**src/rtl/axil_mem_arbiter_if.sv**
```systemverilog
// axil_mem_arbiter_if: write/read request channels plus the shared SRAM port
// seen by the memory arbiter.
interface axil_mem_arbiter_if #(
    parameter int ADDR_W         = 32,
    parameter int DATA_W         = 64,
    parameter int MEM_ADDR_RANGE = 5
);
    logic                      mem_w_req;
    logic                      mem_w_ack;
    logic                      mem_w_err;
    logic [ADDR_W-1:0]         mem_w_addr;
    logic [DATA_W-1:0]         mem_w_data;
    logic [DATA_W/8-1:0]       mem_w_strb;
    logic                      mem_r_req;
    logic                      mem_r_ack;
    logic                      mem_r_err;
    logic [ADDR_W-1:0]         mem_r_addr;
    logic [DATA_W-1:0]         mem_r_data;
    logic                      sram_en;
    logic                      sram_we;
    logic [MEM_ADDR_RANGE-1:0] sram_addr;
    logic [DATA_W-1:0]         sram_wdata;
    logic [DATA_W/8-1:0]       sram_wstrb;
    logic [DATA_W-1:0]         sram_rdata;

    modport slave (
        input  mem_w_req, mem_w_addr, mem_w_data, mem_w_strb, mem_r_req, mem_r_addr, sram_rdata,
        output mem_w_ack, mem_w_err, mem_r_ack, mem_r_err, mem_r_data,
               sram_en, sram_we, sram_addr, sram_wdata, sram_wstrb
    );
    modport master (
        output mem_w_req, mem_w_addr, mem_w_data, mem_w_strb, mem_r_req, mem_r_addr, sram_rdata,
        input  mem_w_ack, mem_w_err, mem_r_ack, mem_r_err, mem_r_data,
               sram_en, sram_we, sram_addr, sram_wdata, sram_wstrb
    );
endinterface

```
**src/rtl/axil_mem_arbiter.sv**
```systemverilog
// axil_mem_arbiter: round-robin sharing of one single-port SRAM between the
// write and read channels, with window check and level-held acks.
module axil_mem_arbiter #(
    parameter int                ADDR_W         = 32,
    parameter int                DATA_W         = 64,
    parameter logic [ADDR_W-1:0] MEM_ADDR_START = 'h1000_0000,
    parameter int                MEM_ADDR_RANGE = 5,
    parameter int                RD_LAT         = 1
) (
    input logic               aclk,
    input logic               aresetn,
    axil_mem_arbiter_if.slave bus
);
    localparam int SW = DATA_W / 8;
    localparam int BW = $clog2(SW);

    typedef enum logic [2:0] {IDLE, WR, RD, RD_WAIT, W_HOLD, R_HOLD} state_t;

    state_t                    state_q, state_d;
    logic                      last_gnt_q, last_gnt_d;
    logic                      inwin_q, inwin_d;
    logic [1:0]                cnt_q, cnt_d;
    logic [MEM_ADDR_RANGE-1:0] addr_q, addr_d;
    logic [DATA_W-1:0]         wdata_q, wdata_d, rdata_q, rdata_d;
    logic [SW-1:0]             wstrb_q, wstrb_d;
    logic                      gnt_w, gnt_r;
    logic [ADDR_W-1:0]         req_addr, off;

    always_comb begin
        gnt_w      = state_q == IDLE && bus.mem_w_req && (!bus.mem_r_req || last_gnt_q);
        gnt_r      = state_q == IDLE && bus.mem_r_req && !gnt_w;
        req_addr   = gnt_w ? bus.mem_w_addr : bus.mem_r_addr;
        off        = req_addr - MEM_ADDR_START;
        state_d    = state_q;
        last_gnt_d = last_gnt_q;
        inwin_d    = inwin_q;
        cnt_d      = cnt_q;
        addr_d     = addr_q;
        wdata_d    = wdata_q;
        wstrb_d    = wstrb_q;
        rdata_d    = rdata_q;
        if (gnt_w || gnt_r) begin
            state_d    = gnt_w ? WR : RD;
            last_gnt_d = gnt_r;
            inwin_d    = req_addr >= MEM_ADDR_START && (off >> (BW + MEM_ADDR_RANGE)) == '0;
            addr_d     = off[BW +: MEM_ADDR_RANGE];
        end
        if (gnt_w) begin
            wdata_d = bus.mem_w_data;
            wstrb_d = bus.mem_w_strb;
        end
        case (state_q)
            WR:      state_d = W_HOLD;
            RD: begin
                state_d = RD_WAIT;
                cnt_d   = 2'(RD_LAT - 1);
            end
            RD_WAIT: begin
                // Capture on the cycle the SRAM presents data; out-of-window reads return zero.
                if (cnt_q == 2'd0) begin
                    state_d = R_HOLD;
                    rdata_d = inwin_q ? bus.sram_rdata : '0;
                end else begin
                    cnt_d = cnt_q - 2'd1;
                end
            end
            W_HOLD:  state_d = bus.mem_w_req ? W_HOLD : IDLE;
            R_HOLD:  state_d = bus.mem_r_req ? R_HOLD : IDLE;
            default: ;
        endcase
    end

    always_ff @(posedge aclk or negedge aresetn) begin
        if (!aresetn) begin
            state_q    <= IDLE;
            last_gnt_q <= 1'b1;
            inwin_q    <= 1'b0;
            cnt_q      <= '0;
            addr_q     <= '0;
            wdata_q    <= '0;
            wstrb_q    <= '0;
            rdata_q    <= '0;
        end else begin
            state_q    <= state_d;
            last_gnt_q <= last_gnt_d;
            inwin_q    <= inwin_d;
            cnt_q      <= cnt_d;
            addr_q     <= addr_d;
            wdata_q    <= wdata_d;
            wstrb_q    <= wstrb_d;
            rdata_q    <= rdata_d;
        end
    end

    assign bus.mem_w_ack  = state_q == W_HOLD;
    assign bus.mem_w_err  = state_q == W_HOLD && !inwin_q;
    assign bus.mem_r_ack  = state_q == R_HOLD;
    assign bus.mem_r_err  = state_q == R_HOLD && !inwin_q;
    assign bus.mem_r_data = rdata_q;
    assign bus.sram_en    = (state_q == WR || state_q == RD) && inwin_q;
    assign bus.sram_we    = state_q == WR;
    assign bus.sram_addr  = addr_q;
    assign bus.sram_wdata = wdata_q;
    assign bus.sram_wstrb = wstrb_q;
endmodule

```
**src/flat_wrapper.sv**
```systemverilog
// flat-port wrapper written by rule: the top's interface ports become plain ports
module axil_mem_arbiter_flat 
#(
    parameter int                ADDR_W         = 32,
    parameter int                DATA_W         = 64,
    parameter logic [ADDR_W-1:0] MEM_ADDR_START = 'h1000_0000,
    parameter int                MEM_ADDR_RANGE = 5,
    parameter int                RD_LAT         = 1
)
  (aclk, aresetn, bus_mem_w_req, bus_mem_w_addr, bus_mem_w_data, bus_mem_w_strb, bus_mem_r_req, bus_mem_r_addr, bus_sram_rdata, bus_mem_w_ack, bus_mem_w_err, bus_mem_r_ack, bus_mem_r_err, bus_mem_r_data, bus_sram_en, bus_sram_we, bus_sram_addr, bus_sram_wdata, bus_sram_wstrb);
  axil_mem_arbiter_if #(.ADDR_W(ADDR_W), .DATA_W(DATA_W), .MEM_ADDR_RANGE(MEM_ADDR_RANGE)) bus_i ();
  input logic aclk;
  input logic aresetn;
  input wire logic [$bits(bus_i.mem_w_req)-1:0] bus_mem_w_req;
  input wire logic [$bits(bus_i.mem_w_addr)-1:0] bus_mem_w_addr;
  input wire logic [$bits(bus_i.mem_w_data)-1:0] bus_mem_w_data;
  input wire logic [$bits(bus_i.mem_w_strb)-1:0] bus_mem_w_strb;
  input wire logic [$bits(bus_i.mem_r_req)-1:0] bus_mem_r_req;
  input wire logic [$bits(bus_i.mem_r_addr)-1:0] bus_mem_r_addr;
  input wire logic [$bits(bus_i.sram_rdata)-1:0] bus_sram_rdata;
  output wire logic [$bits(bus_i.mem_w_ack)-1:0] bus_mem_w_ack;
  output wire logic [$bits(bus_i.mem_w_err)-1:0] bus_mem_w_err;
  output wire logic [$bits(bus_i.mem_r_ack)-1:0] bus_mem_r_ack;
  output wire logic [$bits(bus_i.mem_r_err)-1:0] bus_mem_r_err;
  output wire logic [$bits(bus_i.mem_r_data)-1:0] bus_mem_r_data;
  output wire logic [$bits(bus_i.sram_en)-1:0] bus_sram_en;
  output wire logic [$bits(bus_i.sram_we)-1:0] bus_sram_we;
  output wire logic [$bits(bus_i.sram_addr)-1:0] bus_sram_addr;
  output wire logic [$bits(bus_i.sram_wdata)-1:0] bus_sram_wdata;
  output wire logic [$bits(bus_i.sram_wstrb)-1:0] bus_sram_wstrb;
  assign bus_i.mem_w_req = bus_mem_w_req;
  assign bus_i.mem_w_addr = bus_mem_w_addr;
  assign bus_i.mem_w_data = bus_mem_w_data;
  assign bus_i.mem_w_strb = bus_mem_w_strb;
  assign bus_i.mem_r_req = bus_mem_r_req;
  assign bus_i.mem_r_addr = bus_mem_r_addr;
  assign bus_i.sram_rdata = bus_sram_rdata;
  assign bus_mem_w_ack = bus_i.mem_w_ack;
  assign bus_mem_w_err = bus_i.mem_w_err;
  assign bus_mem_r_ack = bus_i.mem_r_ack;
  assign bus_mem_r_err = bus_i.mem_r_err;
  assign bus_mem_r_data = bus_i.mem_r_data;
  assign bus_sram_en = bus_i.sram_en;
  assign bus_sram_we = bus_i.sram_we;
  assign bus_sram_addr = bus_i.sram_addr;
  assign bus_sram_wdata = bus_i.sram_wdata;
  assign bus_sram_wstrb = bus_i.sram_wstrb;
  axil_mem_arbiter #(.ADDR_W(ADDR_W), .DATA_W(DATA_W), .MEM_ADDR_START(MEM_ADDR_START), .MEM_ADDR_RANGE(MEM_ADDR_RANGE), .RD_LAT(RD_LAT)) u_core (.aclk(aclk), .aresetn(aresetn), .bus(bus_i));
endmodule
```
**config.mk**
```make
export PLATFORM = sky130hd
export DESIGN_NAME = axil_mem_arbiter_flat
export DESIGN_NICKNAME = d
export VERILOG_FILES = /design/src/rtl/axil_mem_arbiter_if.sv /design/src/rtl/axil_mem_arbiter.sv /design/src/flat_wrapper.sv
export SDC_FILE = /design/constraint.sdc
export NUM_CORES = 1
export LEC_CHECK = 0
export BUFFER_PORTS_ARGS = -buffer_cell sky130_fd_sc_hd__buf_2
export CAP_MARGIN = 20
export CORE_AREA = 2 2 135 137
export CTS_BUF_LIST = sky130_fd_sc_hd__clkbuf_16
export DETAILED_ROUTE_END_ITERATION = 7
export DIE_AREA = 0 0 137 139
export PLACE_DENSITY = 0.65
export SKIP_LAST_GASP = 1
export SLEW_MARGIN = 0
export SYNTH_ARGS = -nofsm -noshare
export SYNTH_HDL_FRONTEND = slang
export SYNTH_SLANG_ARGS = --single-unit
export TNS_END_PERCENT = 10
```
**constraint.sdc**
```tcl
create_clock -name aclk -period 1.81 [get_ports aclk]
set_clock_uncertainty 0.15 [all_clocks]
set_input_delay 0.181 -clock aclk [delete_from_list [all_inputs] [get_ports aclk]]
set_output_delay 0.181 -clock aclk [all_outputs]
set_load 0.005 [all_outputs]
```
* Yosys cells after proc, flatten, opt, wreduce, memory -nomap -nowiden
Index checks and enable logic that the tools add are counted.
** Storage, ports and cells
- Register bits :: 148
- Input port bits :: 204
- Output and inout port bits :: 147
** Operators by class
- Add/sub/neg operators :: 2
- Magnitude comparators :: 1
- Eq/ne operators :: 6
- Mux-type cells :: 10
- Reduce and logical (&&, ||, !) cells :: 20
** Operator list (number)
- 2-to-1 mux 64 bit :: 1
- >= comparator 32 x 29 -> 1 bit, second input constant :: 1
- zero test 32 bit :: 1
- 2-to-1 mux 32 bit :: 1
- subtractor 32 x 29 -> 32 bit, second input constant :: 1
- case mux 3 bit (5 select lines) :: 1
- 2-to-1 mux 3 bit :: 4
- logical AND 1 bit :: 8
- == test 3 x 2 -> 1 bit, second input constant :: 2
- == test 3 bit, second input constant :: 2
- 2-to-1 mux 2 bit :: 2
- case mux 2 bit (2 select lines) :: 1
- AND reduction 2 bit :: 2
- == test 3 x 1 -> 1 bit, second input constant :: 1
- zero test 1 bit :: 3
- zero test 3 bit :: 1
- logical OR 1 bit :: 3
- zero test 2 bit :: 1
- inequality test 2 bit, second input constant :: 1
- nonzero test 2 bit :: 1
- subtractor 2 x 1 -> 2 bit, second input constant :: 1

* Logic depth before layout (Yosys ltp)
- Depth after elaboration :: 9
- Gate-level depth with buffers :: 9
- Gate-level depth less buffers :: 6

* Worst setup path after synthesis
OpenSTA, ideal clock, no wires.
- Path kind :: register to register
- From :: register u_core.cnt_q[0]
- To :: register u_core.rdata_q[47] (netlist: u_core.bus.mem_r_data[47])
- Arrival time :: 1494 ps
- Data required time :: 1528 ps
- Slack :: 34 ps
- Stages on the path, launching flop included :: 10
- Buffers on the path :: 3
- Clock period less this slack :: 1776 ps
- Cell sequence :: dfrtp_1 inv_1 ha_1 inv_1 or3_1 buf_6 buf_6 buf_6 nand2_1 o21ai_1
** Between the ends
- Word-level cells in the longest chain between the ends :: 2
** RTL lines
- start: declaration :: RTL line axil_mem_arbiter.sv:22 : logic [1:0] cnt_q, cnt_d;
- start signal: assignment :: RTL line axil_mem_arbiter.sv:87 : cnt_q <= cnt_d;
- zero test 2 bit :: RTL line axil_mem_arbiter.sv:60 : if (cnt_q == 2'd0) begin
- AND reduction 2 bit (no source line)
- end signal: assignment :: RTL line axil_mem_arbiter.sv:91 : rdata_q <= rdata_d;
- end: declaration :: RTL line axil_mem_arbiter.sv:24 : logic [DATA_W-1:0] wdata_q, wdata_d, rdata_q, rdata_d;
No other way between the ends.
A chain may end at the register's enable or synchronous reset.

* Worst setup path after layout
- From :: register u_core.state_q[2]
- To :: output bus_mem_r_err
** Between the ends
- Word-level cells in the longest chain between the ends :: 2
** RTL lines
- start: declaration :: RTL line axil_mem_arbiter.sv:19 : state_t state_q, state_d;
- start signal: assignment :: RTL line axil_mem_arbiter.sv:84 : state_q <= state_d;
- == test 3 bit :: RTL line axil_mem_arbiter.sv:98 : assign bus.mem_r_err = state_q == R_HOLD && !inwin_q;
- logical AND 1 bit :: RTL line axil_mem_arbiter.sv:98
- end: declaration :: RTL line flat_wrapper.sv:24 : output wire logic [$bits(bus_i.mem_r_err)-1:0] bus_mem_r_err;
No other way between the ends.

==> results.yml <==
timing:
  fin_ws_ns: -0.0133
  max_freq_ghz: 0.548
  whs_ns: 0.0283
  setup_viol: 3
  slew_violations: 0
  min_period_over_period_pct: 101
  maxSlewHeadroom_pct: 67.9
  rsz0062_at_grt: "true"
  hold_viol: 0
  tightestPinTransition_ns: 0.481
  min_period_ns: 1.82
  setup_tns_ns: -0.0192
pwr:
  p_leak_uw: 0.00525
  vdd_drop_max_v: 0.000756
  power_uw: 12200
  power_density_nw_per_um2: 1190
floorplan:
  die_area_um2: 19000
  initial_core_util_pct: 33.8
  io_pins: 351
  die_w_um: 137
  fp.dieH_um: 139
  rows: 49
  coreArea_um2: 17700
setup_path:
  cp_num_buf_inv: 3
  worstPathCellList: "buf_6 -> inv_4 -> or3_4 -> nor2_2 -> buf_2"
  cp_data_arrival_time_ns: 1.49
  endpoint_kind: "output port"
  worstSetupStartpointType: "flop"
  cp_max_fo: 3
  critPathRequiredTime_ns: 1.48
  worstSetupPathType: "reg -> out"
  cp_top_family: "simple AND/OR/NAND/NOR gates"
  critical-path-slowest-cell: "dfrtp_1"
  critical-path-max-stage-delay_ns: 0.38
yosys:
  yosysSeqAreaShare_pct: 62.0
  synth_warnings: 0
  synth_edf_count: 0
  syn_nets: 723
  synth_area_leaders: "dfrtp_1 62%, mux2_2 14%, nand2_1 8.2%"
  syn_inst: 518
  synth_top_cell_area_share_pct: 61.6
  synth.distinct_cells: 37
  synthArstFlopShare_pct: 100
  ys_ff_latch: 148
  avgSynthCellArea_um2: 11.5
  synthFlopType: "dfrtp_1"
  synth_common_cells: "147 x dfrtp_1, 130 x nand2_1, 72 x mux2_2"
  synth_area_leader_cell: "dfrtp_1"
  synth.most_common_cell: "dfrtp_1"
  synthesis.area_um2: 5970
drt:
  dr_total_vias: 5837
  vias_per_cell: 4.58
  ant_nets: 0
  wl_mm: 19.3
  drt_iter0_drc: 195
  drt_pre_antenna_iters: 4
  drc_errors: 0
  avgRoutedWirePerCell_um: 15.2
final_layout:
  drive_gt1_share_pct: 47.0
  num-nets-final: 1236
  fin_area_um2: 10200
  area.growth.synth_to_final_pct: 71.4
grt:
  first_global_vias: 6073
  grt_usage_pct: 20.1
  antenna_found_initial: 2
  grt_max_degree: 63
  grt_pass1_wl_mm: 29.9
  grt.overflow.total: 0
run:
  maxCapViolations: 0
cts:
  numCtsBuffers: 17
  cts.sinks: 148
  clk_latency_ns: 0.41
  cts_root_buf: "clkbuf_16"
  clk_pin_slew_worst_paths_ns: 0.06
  clk_path_buf_depth: 2
  cts.htree.levels: 4
  cts_tree: "done"
run_status:
  outcome: "finished, violations left"
  violations: "setup timing"
placed_design:
  gp_congestion: 0.812
  placed_area_um2: 8040
  io_buffers: 344
  post-dp-hpwl_mm: 12.9
min_path:
  hp-class: "in -> reg"
-- where the power goes --
part	total [uW]	switching, uW	internal [uW]
logic	3700	1620	2070
registers	4960	540	4420
clock network	3500	1460	2040
-- registers in the layout, summed over array words and instances (netlist names) --
| name | flops |
|---|---|
| u_core.bus.mem_r_data | 64 |
| u_core.bus.sram_wdata | 64 |
| u_core.bus.sram_wstrb | 8 |
| u_core.bus.sram_addr | 5 |
| u_core.state_q | 3 |
| u_core.cnt_q | 2 |
| u_core.inwin_q | 1 |
| u_core.last_gnt_q | 1 |
-- path summary, 6_finish.rpt --
check                                            end                       from  cells past startpoint  slack, ns
min                                   u_core.inwin_q         bus_mem_r_addr[26]                      5       0.03
max in group asynchronous  u_core.bus.mem_r_data[48]                    aresetn                      3       0.79
min in group asynchronous   u_core.bus.sram_wdata[1]                    aresetn                      2       0.15
max reg2reg                u_core.bus.mem_r_data[25]          u_core.state_q[2]                      5      -0.01
min reg2reg                u_core.bus.mem_r_data[17]  u_core.bus.mem_r_data[17]                      2       0.33
max                                    bus_mem_r_err          u_core.state_q[2]                      5      -0.01
-- routing by layer --
| metal | GRT usage [%] | share of wire, % | vias to the layer above |
|---|---|---|---|
| li1 | - | - | 2787 |
| met1 | 21.3 | 38 | 2763 |
| met2 | 36.7 | 53 | 241 |
| met3 | 4.28 | 5.9 | 46 |
| met4 | 10.6 | 3.9 | 0 |
| met5 | 0 | 0 | - |
-- layout make-up --
cell class	instances	area, um^2
Antenna cell	2	5.00
Clock inverter	15	156
Tap cell	229	287
Sequential cell	148	3710
Clock buffer	17	425
Timing Repair Buffer	528	3570
Multi-Input combinational cell	329	2060
Inverter	7	28.8
Fill cell	1430	7420
-- what timing repair did --
action | 4_1_cts | 5_1_grt
endpoints found under the setup margin | 2 | 116
setup buffers | 8 | 4
hold buffers | 149 | 0
hold endpoints to repair | 292 | 0
pin swaps | 2 | 2
gates resized for setup | 5 | 7
-- worst register-to-register path, delay by kind of cell (launching register included) --
family	cells	cell delay, ns
and+or+nand+nor	2	0.56
DFF	1	0.40
buffers and inverters	2	0.36
AOI/OAI and AO/OA	1	0.26
-- cells in the final DEF, fill, tap and decap left out, types with 3 or more instances in the layout --
cell	netlist	layout
buf_2	11	343
dlygate4sd3_1	0	149
dfrtp_1	147	146
nand2_1	130	130
mux2_2	72	72
o21ai_0	50	48
buf_4	1	25
o21ai_1	20	22
clkbuf_16	0	17
nor4_1	9	8
inv_1	6	7
a21oi_1	7	7
nor2_1	7	6
buf_12	0	6
mux2i_1	5	5
buf_6	9	5
inv_6	0	3
clkinv_4	0	3
-- per-stage QoR --
stage	utilization [%]	worst slack, ns	cells
after floorplan	-	0.0340	518
after global placement	45.5	0.117	1081
final	58.0	-0.0133	1275
after CTS	57.7	-0.0413	1270
after detailed placement	45.5	0.0697	1081
after global routing	58.0	-0.0773	1275
-- kinds of logic after synthesis --
logic type                 Yosys count  share of synthesized area, %
and+or+nand+nor                    165                          11.7
DFF                                148                          62.0
AOI/OAI and AO/OA                   85                          7.48
muxes                               77                          14.4
buffers and inverters               41                          4.00
xor gates and xnor gates             1                         0.147
adders and majority gates            1                         0.209
Note: power is estimated with default switching activity, not from simulation.
